$ cat src/rtl/gpout_console_arbiter.sv
// Purpose: round-robin sequencer of a character FIFO and a status port onto the 16-bit GPOUT console bus.
// Latency: char accepted at E0 -> data at E1, strobe rises E1+SETUP, transfer period SETUP+STROBE+HOLD+1 cycles.
// Backpressure: CH_READY low while the FIFO is full or after end-of-test; ST_READY low while a code is pending or after end-of-test.
module gpout_console_arbiter #(
    parameter int         FIFO_DEPTH = 4,
    parameter logic [7:0] SETUP_CYC  = 8'd2,
    parameter logic [7:0] STROBE_CYC = 8'd2,
    parameter logic [7:0] HOLD_CYC   = 8'd1
) (
    input  logic        CLK,
    input  logic        RSTn,
    input  logic [7:0]  CH_DATA,
    input  logic        CH_VALID,
    output logic        CH_READY,
    input  logic [7:0]  ST_CODE,
    input  logic        ST_VALID,
    output logic        ST_READY,
    output logic [15:0] GPOUT,
    output logic        DONE,
    output logic [15:0] TX_COUNT
);

    localparam int AW = $clog2(FIFO_DEPTH);

    // A zero phase length would collapse the handshake the display relies on, so it is stretched to one cycle.
    localparam logic [7:0] SETUP_EFF  = (SETUP_CYC  == 8'd0) ? 8'd1 : SETUP_CYC;
    localparam logic [7:0] STROBE_EFF = (STROBE_CYC == 8'd0) ? 8'd1 : STROBE_CYC;
    localparam logic [7:0] HOLD_EFF   = (HOLD_CYC   == 8'd0) ? 8'd1 : HOLD_CYC;

    typedef enum logic [2:0] {
        S_IDLE   = 3'd0,
        S_SETUP  = 3'd1,
        S_STROBE = 3'd2,
        S_HOLD   = 3'd3,
        S_HALT   = 3'd4
    } state_t;

    logic [7:0]  r_fifo [FIFO_DEPTH];
    logic [AW:0] r_wr_ptr;
    logic [AW:0] r_rd_ptr;
    logic        r_st_pending;
    logic [7:0]  r_st_reg;
    state_t      r_state;
    logic        r_last_st;
    logic        r_grant_st;
    logic [7:0]  r_cnt;
    logic [15:0] r_gpout;
    logic        r_done;
    logic [15:0] r_tx_count;
    logic        r_ch_rdy;
    logic        r_st_rdy;

    logic        w_push;
    logic        w_st_acc;
    logic        w_ch_pend;
    logic        w_pick_st;
    logic        w_grant;
    logic        w_pop;
    logic        w_st_clr;
    logic        w_hold_exit;
    logic        w_done_nxt;
    logic        w_st_pend_nxt;
    logic [AW:0] w_wr_nxt;
    logic [AW:0] w_rd_nxt;
    logic        w_full_nxt;

    assign w_push    = CH_VALID & r_ch_rdy;
    assign w_st_acc  = ST_VALID & r_st_rdy;
    assign w_ch_pend = (r_wr_ptr != r_rd_ptr);

    // On a tie the source that did not win last time goes next; a lone requester always wins.
    assign w_pick_st = r_st_pending & (~w_ch_pend | ~r_last_st);
    assign w_grant   = (r_state == S_IDLE) & (w_ch_pend | r_st_pending);
    assign w_pop     = w_grant & ~w_pick_st;
    assign w_st_clr  = w_grant & w_pick_st;

    assign w_hold_exit   = (r_state == S_HOLD) & (r_cnt == 8'd1);
    assign w_done_nxt    = r_done | (w_hold_exit & r_grant_st & (r_gpout[7:0] == 8'd1));
    assign w_st_pend_nxt = w_st_acc | (r_st_pending & ~w_st_clr);
    assign w_wr_nxt      = r_wr_ptr + (AW+1)'(w_push);
    assign w_rd_nxt      = r_rd_ptr + (AW+1)'(w_pop);
    assign w_full_nxt    = (w_wr_nxt[AW] != w_rd_nxt[AW]) && (w_wr_nxt[AW-1:0] == w_rd_nxt[AW-1:0]);

    assign CH_READY = r_ch_rdy;
    assign ST_READY = r_st_rdy;
    assign GPOUT    = r_gpout;
    assign DONE     = r_done;
    assign TX_COUNT = r_tx_count;

    // Character storage: written on an accepted push, never cleared (pointers define validity).
    always_ff @(posedge CLK) begin
        if (RSTn && w_push) begin
            r_fifo[r_wr_ptr[AW-1:0]] <= CH_DATA;
        end
    end

    // FIFO pointers: extra MSB distinguishes full from empty.
    always_ff @(posedge CLK) begin
        if (!RSTn) begin
            r_wr_ptr <= '0;
            r_rd_ptr <= '0;
        end else begin
            r_wr_ptr <= w_wr_nxt;
            r_rd_ptr <= w_rd_nxt;
        end
    end

    // Status holding register: one code outstanding at a time.
    always_ff @(posedge CLK) begin
        if (!RSTn) begin
            r_st_pending <= 1'b0;
            r_st_reg     <= 8'd0;
        end else begin
            r_st_pending <= w_st_pend_nxt;
            if (w_st_acc) begin
                r_st_reg <= ST_CODE;
            end
        end
    end

    // Strobe sequencer: grant, data setup, strobe pulse, hold, then completion bookkeeping.
    always_ff @(posedge CLK) begin
        if (!RSTn) begin
            r_state    <= S_IDLE;
            r_last_st  <= 1'b0;
            r_grant_st <= 1'b0;
            r_cnt      <= 8'd0;
            r_gpout    <= 16'd0;
            r_done     <= 1'b0;
            r_tx_count <= 16'd0;
        end else begin
            case (r_state)
                S_IDLE: begin
                    if (w_grant) begin
                        r_gpout[7:0] <= w_pick_st ? r_st_reg : r_fifo[r_rd_ptr[AW-1:0]];
                        r_gpout[8]   <= 1'b1;
                        r_grant_st   <= w_pick_st;
                        r_last_st    <= w_pick_st;
                        r_cnt        <= SETUP_EFF;
                        r_state      <= S_SETUP;
                    end
                end
                S_SETUP: begin
                    if (r_cnt == 8'd1) begin
                        r_gpout[9]  <= ~r_grant_st;
                        r_gpout[10] <= r_grant_st;
                        r_cnt       <= STROBE_EFF;
                        r_state     <= S_STROBE;
                    end else begin
                        r_cnt <= r_cnt - 8'd1;
                    end
                end
                S_STROBE: begin
                    if (r_cnt == 8'd1) begin
                        r_gpout[10:9] <= 2'b00;
                        r_cnt         <= HOLD_EFF;
                        r_state       <= S_HOLD;
                    end else begin
                        r_cnt <= r_cnt - 8'd1;
                    end
                end
                S_HOLD: begin
                    if (r_cnt == 8'd1) begin
                        r_gpout[8] <= 1'b0;
                        if (!r_grant_st) begin
                            r_tx_count <= r_tx_count + 16'd1;
                        end
                        if (r_grant_st && (r_gpout[7:0] == 8'd1)) begin
                            r_done  <= 1'b1;
                            r_state <= S_HALT;
                        end else begin
                            r_state <= S_IDLE;
                        end
                    end else begin
                        r_cnt <= r_cnt - 8'd1;
                    end
                end
                S_HALT: begin
                    r_state <= S_HALT;
                end
                default: begin
                    r_state <= S_IDLE;
                end
            endcase
        end
    end

    // Ready flags are registered from next-cycle occupancy so they never depend on the current inputs.
    always_ff @(posedge CLK) begin
        if (!RSTn) begin
            r_ch_rdy <= 1'b0;
            r_st_rdy <= 1'b0;
        end else begin
            r_ch_rdy <= ~w_full_nxt & ~w_done_nxt;
            r_st_rdy <= ~w_st_pend_nxt & ~w_done_nxt;
        end
    end

endmodule

$ cat config.mk
export PLATFORM = sky130hd
export DESIGN_NAME = gpout_console_arbiter
export DESIGN_NICKNAME = d
export VERILOG_FILES = /design/src/rtl/gpout_console_arbiter.sv
export SDC_FILE = /design/constraint.sdc
export NUM_CORES = 1
export LEC_CHECK = 0
export CAP_MARGIN = 10
export CORE_UTILIZATION = 55
export DETAILED_ROUTE_END_ITERATION = 8
export PLACE_DENSITY = 0.87
export RECOVER_POWER = 50
export SYNTH_ARGS = -nofsm -noshare
export SYNTH_HDL_FRONTEND = slang
export SYNTH_SLANG_ARGS = --single-unit
$ cat constraint.sdc
create_clock -name CLK -period 5.6 [get_ports CLK]
set_input_delay 1.12 -clock CLK [delete_from_list [all_inputs] [get_ports CLK]]
set_output_delay 1.12 -clock CLK [all_outputs]
set_load 0.05 [all_outputs]
# ---- After elaboration in Yosys (flattened, before gate mapping)
# Memory sizes are Yosys's and may differ from the RTL's. A register that Yosys moved wholly into a read port is not among the register bits.
# Index checks and enable logic that the tools add are counted.
dict set report op_classes {
  reduce_logical 14
  muxes 21
  n_eq_ne 14
  n_bitwise 23
  addsub 4
}
# operator n
set ops {}
lappend ops {{8-bit two-way mux} 5}
lappend ops {{8-bit case mux with 4 select lines} 1}
lappend ops {{16-bit by 1-bit adder with 16-bit output, second input constant} 1}
lappend ops {{8-bit by 1-bit == test with 1-bit output, second input constant} 2}
lappend ops {{3-bit two-way mux} 5}
lappend ops {{3-bit case mux with 5 select lines} 1}
lappend ops {{3-bit AND reduction} 5}
lappend ops {{1-bit AND} 12}
lappend ops {{9-bit two-way mux} 1}
lappend ops {{2-bit inequality test, second input constant} 4}
lappend ops {{8-bit by 1-bit subtractor with 8-bit output, second input constant} 1}
lappend ops {{1-bit inverter} 7}
lappend ops {{3-bit by 1-bit adder with 3-bit output} 2}
lappend ops {{3-bit by 2-bit == test with 1-bit output, second input constant} 2}
lappend ops {{2-bit two-way mux} 3}
lappend ops {{1-bit bitwise OR} 4}
lappend ops {{2-bit case mux with 2 select lines} 1}
lappend ops {{4-bit AND reduction} 1}
lappend ops {{2-bit nonzero test} 2}
lappend ops {{4-bit nonzero test} 1}
lappend ops {{3-bit by 1-bit == test with 1-bit output, second input constant} 1}
lappend ops {{3-bit == test, second input constant} 1}
lappend ops {{1-bit logical AND} 3}
lappend ops {{3-bit logical NOT} 1}
lappend ops {{other kinds (7)} 9}
dict set report word_totals {
  out_inout_bits 35
  elab_cells 91
  ramBits 32
  n_memories 1
  in_bits 20
  regBits 57
}
# memory depth width rd rd_ports_with_merged_regs wr line_no
set memory_table {}
lappend memory_table {r_fifo 4 8 1 1 1 38} ;# logic [7:0] r_fifo [FIFO_DEPTH];

# ---- Depth between registers and ports, before layout
dict set report depth {
  ltp_word 11
  ltp_mapped 11
  ltp_nobuf 10
}

# ---- Worst setup path before layout
# Ideal clock, no wire load.
dict set report synth_path {
  path_type {input-to-reg}
  from {in RSTn}
  to {mem r_fifo[0][0], enable pin}
  t_required_ns 5.217
  path_stages 3
  n_path_buf 1
  setup_slack_ns 3.152
  setup_time_ns 0.383
  arrival_ns 2.065
  path_cell_list {clkbuf_1 > nand2_1 > nor3_1}
}
dict set report synth_via {
  elab_chain_len 3
}
# element line_no
set synth_lines {}
lappend synth_lines {{start: declaration} 11} ;# input logic RSTn,
lappend synth_lines {{1-bit logical AND} 92} ;# if (RSTn && w_push) begin
lappend synth_lines {{1-bit two-way mux} 92}
lappend synth_lines {{1-bit two-way mux (not written as such)} 93} ;# r_fifo[r_wr_ptr[AW-1:0]] <= CH_DATA;
lappend synth_lines {{end: declaration} 38}
# No other way between the ends.

# ---- Worst setup path in the final report
# Ends and elaborated chain as after synthesis.

==> results.tsv <==
metric	value	unit
outcome	complete, but fails checks	
failed_checks	max-capacitance violations, max-slew violations	
ys_async_sr_fraction	0	
place_area	0.00453	mm²
syn-cell-area	0.00402	mm²
dieArea	0.00765	mm²
worstSetupStartpointType	primary input	
drv_slew	35	
die_h	87.4	µm
io_pins	55	
drc	0	
fin_crit_sh	0.578	
ys.flop_type	dfxtp_1	
place.gp.congestion	0.824	
irDropWorstVdd	0.210	mV
holdCritStartpoint	r_st_reg[6]	
synthCells	383	
post_drt_wl_per_cell	16.0	µm
cts_sinks	89	
track_usage	0.238	
fmax	309	MHz
tightest_slew	1550	ps
ys_seq_area_frac	0.524	
grt_pass1_vias	2854	
cts_tree	done	
drt-initial-drc-count	401	
synth_warnings	0	
crit_type	primary input to flop	
avgSynthCellArea	10.5	µm²
whs	465	ps
cp-end-kind	flop	
viasPerCell	5.88	
synth_area_leaders	dfxtp_1 (28%), edfxtp_1 (24%), mux4_2 (4.5%), a21oi_1 (3.6%), nand2_1 (2.9%)	
synth_cell_types	56	
synth_top_area_frac	0.284	
wirelength	8400	µm
whs_path_depth	2	
grt_pass1_wl	13900	µm
via_count	3087	
first_pass_iters	4	
max_slew_margin	-0.0349	
grt_setup_unrepaired	false	
fin_area	0.00470	mm²
io_buffers	49	
rr_startpoint	r_cnt[0]	
hold_buffers	0	
worstPathMaxFanout	21	
yosysTopAreaCell	dfxtp_1	
drtAntennaViolNets	0	
die_width	87.4	µm
clk_path_buf_depth	2	
antenna_found_initial	0	
synth_seq_cells	89	
fin_nets	451	
grt_overflow	0	
htreeDepth	3	
placeableCoreArea	0.00691	mm²
cts_resized	0	
initial_utilization	0.581	
syn2layout_area_growth	17.2	%
reg2reg_slack	2510	ps
largest_reg_flops	32	
clk_pin_slew	90	ps
setup_violations	0	
hold_violations	0	
leakage	1.63	nW
clk_latency	370	ps
antenna_cells	0	
hold_class	flop to flop	
drive_above_1_share	0.0723	
setup-tns-final	0	ps
numCtsBuffers	9	
r2r.worst_path.cells	5	
row_count	30	
holdPathEnd	r_st_reg[6]	
finalCriticalPeriod	3240	ps
synth-edff-count	32	
cts_setup_buffers	0	
cts_root_buf	clkbuf_8	
grt_max_degree	35	
cp_data_required_time	5590	ps
finClkSkew	11.1	ps
dp_hpwl	5950	µm
arrival	3230	ps
max_cap_violations	1	
pwr_density_cell	403	mW/mm²
r2r_end	TX_COUNT[7]	
-- per-layer routing --
layer	vias to the layer above	global-route usage	part of all wire
met1	1480	0.314	0.45
met3	11	0.0521	0.045
met4	0	0.0745	0.012
li1	1504	-	-
met5	-	0	0
met2	92	0.393	0.50
-- cell families (layout without fill, tap and decap cells) --
kind of cell / after synthesis / after routing / share of synthesized area
AOI/OAI and AO/OA: 85 / 85 / 0.141
xor gates and xnor gates: 10 / 10 / 0.0218
adders and majority gates: 8 / 8 / 0.0243
buffers and inverters: 53 / 95 / 0.0570
DFF: 89 / 89 / 0.524
muxes: 10 / 10 / 0.0499
other: 1 / 5 / 0.000934
and+or+nand+nor: 127 / 127 / 0.181
-- metrics by stage --
stage               setup WS [ps]  instances  utilization  total power (W)
finish                       2360        525        0.681          0.00190
global route                 2140        525        0.681          0.00201
CTS                          2380        525        0.683          0.00191
detailed placement           2060        509        0.656          0.00149
global placement             2270        509        0.656          0.00146
floorplan                    3150        387            -          0.00133
-- worst max path at each step --
stage          startpoint            to  slack (ps)  depth (start not counted)
4_1_cts              RSTn  r_fifo[0][0]        2380                          3
6_report             RSTn  r_fifo[0][0]        2360                          3
3_3_place_gp         RSTn  r_fifo[0][4]        2270                          3
5_1_grt              RSTn  r_fifo[0][0]        2140                          3
2_1_floorplan        RSTn  r_fifo[0][0]        3150                          3
3_5_place_dp         RSTn  r_fifo[0][1]        2060                          3
-- critical path, stage by stage --
cell	delay [ps]
dlygate4sd3_1	1040
nand2_1	180
nor3_1	890
-- cell usage in the layout, fill, tap and decap left out, types with 7 or more instances in the layout --
cell type         n
ha_1              7
o221ai_1          8
nor3_1           10
mux4_2            8
clkdlybuf4s50_1  35
nand4_1           7
nand2_1          31
nor2_1           10
a21oi_1          29
o31ai_1          11
or4_1            15
nand3_1          17
o21ai_0          13
edfxtp_1         32
dfxtp_1          57
dlygate4sd3_1    14
clkbuf_8          9
inv_1            28
-- area by class of cell --
cell class / count / area, µm²
Multi-Input combinational cell: 245 / 1690
Clock buffer: 9 / 124
Timing Repair Buffer: 50 / 494
Inverter: 29 / 109
Tap cell: 96 / 120
Fill cell: 520 / 2200
Sequential cell: 89 / 2100
Clock inverter: 7 / 67.6
-- Yosys cell counts (3+ instances only) --
master / count
o31ai_1: 11
nand2_1: 31
buf_4: 6
edfxtp_1: 32
o21a_1: 4
a221oi_1: 5
mux4_2: 8
dfxtp_1: 57
and3_1: 3
nand3_1: 17
a21oi_1: 29
clkbuf_1: 15
xor2_1: 5
or3_1: 6
nor3_1: 10
inv_1: 28
o221ai_1: 8
and2_1: 9
xnor2_1: 5
nor2_1: 10
ha_1: 7
or4_1: 15
o21ai_0: 13
nand4_1: 7
-- where the power goes --
| part | total, W | internal, W | leakage (nW) | switching (W) |
|---|---|---|---|---|
| sequential | 0.000840 | 0.000739 | 0.753 | 0.000101 |
| combinational | 0.000633 | 0.000266 | 0.779 | 0.000368 |
| clock | 0.000424 | 0.000173 | 0.0944 | 0.000251 |
No activity file was read; power rests on OpenSTA's default activity.
